**src/rtl/freq_meter.sv**
```systemverilog
// freq_meter: gate-window frequency meter.
// Counts rising edges of an asynchronous input over a window of GATE_CYCLES
// system clocks and publishes the count, with a one-cycle valid pulse and a
// saturation flag, once per completed window. With the default parameters
// and a 50 MHz clock the published count reads directly in Hz.
module freq_meter #(
  parameter int GATE_CYCLES = 50000000,
  parameter int COUNT_WIDTH = 26
) (
  input  logic                   clk,
  input  logic                   rst,
  input  logic                   sig_in,
  input  logic                   enable,
  output logic [COUNT_WIDTH-1:0] freq_count,
  output logic                   freq_valid,
  output logic                   overflow
);

  // The gate counter only has to reach GATE_CYCLES-1.
  localparam int GATE_WIDTH = $clog2(GATE_CYCLES);
  localparam logic [GATE_WIDTH-1:0]  GATE_LAST = GATE_WIDTH'(GATE_CYCLES - 1);
  localparam logic [GATE_WIDTH-1:0]  GATE_ONE  = GATE_WIDTH'(1);
  localparam logic [COUNT_WIDTH-1:0] COUNT_MAX = {COUNT_WIDTH{1'b1}};
  localparam logic [COUNT_WIDTH-1:0] COUNT_ONE = COUNT_WIDTH'(1);

  // Synchronizer chain and edge-detect history.
  logic                   r_s1;
  logic                   r_s2;
  logic                   r_s3;

  // Window state.
  logic [GATE_WIDTH-1:0]  r_gate_cnt;
  logic [COUNT_WIDTH-1:0] r_edge_cnt;
  logic                   r_sat;

  // Registered outputs.
  logic [COUNT_WIDTH-1:0] r_freq_count;
  logic                   r_freq_valid;
  logic                   r_overflow;

  // Combinational helpers.
  logic                   w_edge;
  logic                   w_terminal;
  logic                   w_cnt_full;
  logic                   w_add_sat;
  logic                   w_close;
  logic [COUNT_WIDTH-1:0] w_edge_next;

  // A rising edge is a synchronized high sample whose predecessor was low.
  assign w_edge      = r_s2 & ~r_s3;

  // Last cycle of the window; only meaningful while enabled.
  assign w_terminal  = (r_gate_cnt == GATE_LAST);
  assign w_close     = enable & w_terminal;

  // The counter sticks at all-ones; an edge arriving while full is lost and
  // marks the window as saturated.
  assign w_cnt_full  = (r_edge_cnt == COUNT_MAX);
  assign w_add_sat   = w_edge & w_cnt_full;
  assign w_edge_next = (w_edge && !w_cnt_full) ? (r_edge_cnt + COUNT_ONE) : r_edge_cnt;

  assign freq_count  = r_freq_count;
  assign freq_valid  = r_freq_valid;
  assign overflow    = r_overflow;

  // Two-flop synchronizer plus history flop, free-running regardless of enable.
  always_ff @(posedge clk or posedge rst) begin
    if (rst) begin
      r_s1 <= 1'b0;
      r_s2 <= 1'b0;
      r_s3 <= 1'b0;
    end else begin
      r_s1 <= sig_in;
      r_s2 <= r_s1;
      r_s3 <= r_s2;
    end
  end

  // Gate counter: runs 0..GATE_CYCLES-1 while enabled, cleared while disabled.
  always_ff @(posedge clk or posedge rst) begin
    if (rst) begin
      r_gate_cnt <= '0;
    end else if (!enable) begin
      r_gate_cnt <= '0;
    end else if (w_terminal) begin
      r_gate_cnt <= '0;
    end else begin
      r_gate_cnt <= r_gate_cnt + GATE_ONE;
    end
  end

  // Edge counter and saturation flag; both restart clean at each window close.
  always_ff @(posedge clk or posedge rst) begin
    if (rst) begin
      r_edge_cnt <= '0;
      r_sat      <= 1'b0;
    end else if (!enable || w_terminal) begin
      r_edge_cnt <= '0;
      r_sat      <= 1'b0;
    end else begin
      r_edge_cnt <= w_edge_next;
      if (w_add_sat) begin
        r_sat <= 1'b1;
      end
    end
  end

  // Publish the closing window's count (including a terminal-cycle edge).
  always_ff @(posedge clk or posedge rst) begin
    if (rst) begin
      r_freq_count <= '0;
      r_freq_valid <= 1'b0;
      r_overflow   <= 1'b0;
    end else begin
      r_freq_valid <= w_close;
      if (w_close) begin
        r_freq_count <= w_edge_next;
        r_overflow   <= r_sat | w_add_sat;
      end
    end
  end

endmodule

```
**config.mk**
```make
export PLATFORM = sky130hd
export DESIGN_NAME = freq_meter
export DESIGN_NICKNAME = d
export VERILOG_FILES = /design/src/rtl/freq_meter.sv
export SDC_FILE = /design/constraint.sdc
export NUM_CORES = 1
export LEC_CHECK = 0
export ABC_AREA = 1
export CORE_ASPECT_RATIO = 0.9
export CORE_UTILIZATION = 53
export CTS_CLUSTER_SIZE = 8
export DETAILED_ROUTE_END_ITERATION = 6
export PLACE_DENSITY_LB_ADDON = 0.12
export REMOVE_ABC_BUFFERS = 1
export SLEW_MARGIN = 30
export SYNTH_ARGS = -nofsm -noshare
export SYNTH_HDL_FRONTEND = slang
export SYNTH_SLANG_ARGS = --single-unit
export TNS_END_PERCENT = 30
```
**constraint.sdc**
```tcl
create_clock -name clk -period 3.4 [get_ports clk]
set_clock_uncertainty 0.1 [all_clocks]
set_input_delay 1.02 -clock clk [delete_from_list [all_inputs] [get_ports clk]]
set_output_delay 1.02 -clock clk [all_outputs]
set_load 0.05 [all_outputs]
```
==> impl_metrics.py <==
metrics = {
    "clock_network": {
        "cts_tree": "yes",
        "cts_max_path_buffers": 2,
        "cts.htree.levels": 3,
        "cts_buffers": 9,
        "cts-resized-gates": 0,
        "post_cts_buffers": 0,
        "cts_hold_buf": 0,
        "clkTransAtPathRegs_ns": 0.08,
        "cts.sinks": 84,
        "clock_latency_ns": 0.36,
        "clock-root-buffer": "clkbuf_8",
    },
    "sta": {
        "worst_hold_slack_ns": 0.271,
        "min_period_ns": 2.68,
        "setup_tns_ns": 0,
        "rsz0062_at_grt": "no",
        "slew_violations": 0,
        "max_freq_ghz": 0.374,
        "worst_pin_slew_ns": 0.735,
        "worst_slack_ns": 0.724,
        "hold_viol": 0,
        "finalSetupViolations": 0,
        "timing.slew.headroom": 0.510,
        "period_share": 0.787,
    },
    "power": {
        "comb_power_share": 0.036,
        "seq_power_share": 0.535,
        "power_leakage_nw": 2.37,
        "irDropWorstVdd_mv": 0.260,
        "p_int_mw": 1.47,
        "p_per_area_mw_per_mm2": 360,
        "clockPowerShare": 0.429,
        "power.switching_mw": 0.417,
        "netSwitchingFraction": 0.221,
    },
    "routing": {
        "wl_met2_um": 4650,
        "drt-initial-drc-count": 366,
        "drt_pass1_iterations": 5,
        "m1WireLength_um": 4980,
        "dr_wl_met3_um": 627,
        "vias_per_cell": 5.22,
        "route.detailed.wl_per_inst_um": 13.6,
        "ant_nets": 0,
        "drt_wl_total_um": 10400,
        "routed.top_layer": "met4",
        "drc": 0,
        "via_count": 3982,
    },
    "critical_path": {
        "path_cells": "clkdlybuf4s50_1",
        "crit_type": "flip-flop to output port",
        "critical_path_buf_inv_count": 1,
        "cp-start-kind": "flip-flop",
        "cp_top_family": "buffers and inverters",
        "endpoint_kind": "output port",
        "cp.arrival_ns": 1.56,
        "slowest_stage": "clkdlybuf4s50_1",
        "cp_max_fo": 2,
        "required_ns": 2.28,
        "crit_path_max_incr_delay_ns": 0.82,
    },
    "worst_hold_path": {
        "hold_path.class": "flip-flop to flip-flop",
    },
    "run_status": {
        "outcome": "finished, final reports clean",
    },
    "floorplanning": {
        "pin_count": 32,
        "start_util": 0.560,
        "coreArea_mm2": 0.00826,
        "rows": 31,
        "die_w_um": 101,
        "die_h_um": 90.7,
        "die-area_mm2": 0.00911,
    },
    "placed_design": {
        "pre_cts_slack_ns": 0.628,
        "portBuffers": 31,
        "dp_hpwl_um": 7450,
        "place.gp.congestion": 0.899,
        "postPlaceCellArea_mm2": 0.00502,
    },
    "finish": {
        "multi_input_area_mm2": 0.00220,
        "nNetsFinal": 650,
        "final_area_mm2": 0.00525,
        "n_antenna_cell": 0,
        "post_route_cells_drive_above_1_share": 0.0972,
        "nFillCells": 736,
        "area_delta_synth_final_pct": 13.3,
        "regArea_mm2": 0.00210,
    },
    "run": {
        "maxCapViolCount": 0,
    },
    "synthesis": {
        "ys_seq_elements": 84,
        "synth-main-ff-cell": "dfrtp_1",
        "synth_seq_area_share": 0.454,
        "syn_area_mm2": 0.00463,
        "synth.distinct_cells": 33,
        "ys_warn_count": 0,
        "avgSynthCellArea_um2": 7.59,
        "synthArstFlopShare": 1.00,
        "syn_inst": 610,
        "synth_edf_count": 0,
    },
    "global_route": {
        "grt_pass1_wl_um": 17700,
        "grt_start_max_net_pins": 38,
        "first_global_vias": 3814,
        "antenna_found_initial": 0,
        "track_usage": 0.247,
        "overflow": 0,
    },
}
## power groups by stage
stage | registers, mW | logic [mW] | clock network, mW
4_1_cts | 1.01 | 0.0691 | 0.830
2_1_floorplan | 1.03 | 0.0416 | 0
3_5_place_dp | 1.03 | 0.0692 | 0
5_1_grt | 1.01 | 0.0784 | 0.864
3_3_place_gp | 1.03 | 0.0680 | 0
6_report | 1.01 | 0.0675 | 0.810
## kinds of logic after synthesis
kind of cell,after synthesis,share of synthesized area
AOI/OAI and AO/OA,26,0.0319
adders and majority gates,2,0.00540
buffers and inverters,68,0.0708
xor gates and xnor gates,20,0.0378
DFF,84,0.454
and+or+nand+nor,410,0.400
## layout by cell type, fill, tap and decap left out
| cell | n |
|---|---|
| clkinv_2 | 2 |
| nand3_1 | 36 |
| dfrtp_1 | 84 |
| xor2_1 | 11 |
| a21oi_1 | 17 |
| o21ai_0 | 6 |
| ha_1 | 2 |
| nor2_2 | 8 |
| nand2_2 | 8 |
| nor3b_1 | 1 |
| clkinvlp_4 | 1 |
| xnor2_1 | 9 |
| or2_2 | 1 |
| and3_1 | 1 |
| nor3_1 | 16 |
| nor2_1 | 85 |
| nand4_1 | 11 |
| inv_2 | 3 |
| clkdlybuf4s50_1 | 31 |
| buf_4 | 2 |
| nand3_4 | 2 |
| buf_12 | 2 |
| inv_1 | 52 |
| o21bai_4 | 1 |
| clkbuf_8 | 11 |
| o21ai_1 | 1 |
| nand3_2 | 10 |
| nand3b_1 | 2 |
| bufinv_16 | 2 |
| a21oi_2 | 1 |
| nand2_4 | 1 |
| nor2_4 | 7 |
| nor4_1 | 2 |
| nor3_2 | 1 |
| and2_1 | 1 |
| nand2_1 | 217 |
## state kept, by name, indices dropped and copies added (netlist names)
| signal | flops |
|---|---|
| r_s2 | 1 |
| r_gate_cnt | 26 |
| r_edge_cnt | 26 |
| r_s1 | 1 |
| overflow | 1 |
| freq_valid | 1 |
| r_sat | 1 |
| r_s3 | 1 |
| freq_count | 26 |
## cells in the mapped netlist (3+ instances only)
| library cell | count | area (um2) |
|---|---|---|
| nand2_1 | 217 | 815 |
| inv_2 | 3 | 11.3 |
| xor2_1 | 11 | 96.3 |
| xnor2_1 | 9 | 78.8 |
| o21ai_0 | 6 | 30.0 |
| nand3_2 | 10 | 100 |
| dfrtp_1 | 84 | 2100 |
| nor2_1 | 85 | 319 |
| nor3_1 | 16 | 80.1 |
| nand4_1 | 11 | 68.8 |
| nand2_2 | 8 | 50.1 |
| buf_6 | 5 | 56.3 |
| nor2_2 | 8 | 50.1 |
| nand3_1 | 36 | 180 |
| buf_4 | 5 | 37.5 |
| inv_1 | 53 | 199 |
| a21oi_1 | 17 | 85.1 |
| nor2_4 | 7 | 78.8 |
## per-layer routing
| layer | global-route usage | vias up |
|---|---|---|
| li1 | - | 1977 |
| met1 | 0.364 | 1856 |
| met2 | 0.373 | 136 |
| met3 | 0.0449 | 13 |
| met4 | 0.0652 | 0 |
| met5 | 0 | - |
## worst paths after layout
path	slack [ns]	from	cells after the start	end
max in group asynchronous	1.63	rst	3	r_edge_cnt[23]$_DFF_PP0_
setup reg to reg	1.03	r_gate_cnt[0]$_DFF_PP0_	9	r_edge_cnt[13]$_DFF_PP0_
hold / removal	0.27	r_s1$_DFF_PP0_	0	r_s2$_DFF_PP0_
hold reg to reg	0.27	r_s1$_DFF_PP0_	0	r_s2$_DFF_PP0_
setup / recovery	0.72	freq_count[12]$_DFFE_PP0P_	1	freq_count[12]
min in group asynchronous	0.91	rst	2	freq_valid$_DFF_PP0_
## cell type report
cell class	instances	area share
multi-input cells	458	0.419
flip-flops and latches	84	0.401
repair buffers	35	0.0696
inverters	56	0.0403
clock buffers	11	0.0289
well taps	115	0.0274
clock inverters	4	0.0138
## stage by stage
| step | power [mW] | utilization | instances |
|---|---|---|---|
| final | 1.89 | 0.635 | 763 |
| after global routing | 1.95 | 0.635 | 763 |
| after CTS | 1.91 | 0.635 | 763 |
| after detailed placement | 1.10 | 0.608 | 748 |
| after global placement | 1.10 | 0.608 | 748 |
| after floorplan | 1.07 | - | 598 |
Power figures use the tool's default switching activity.
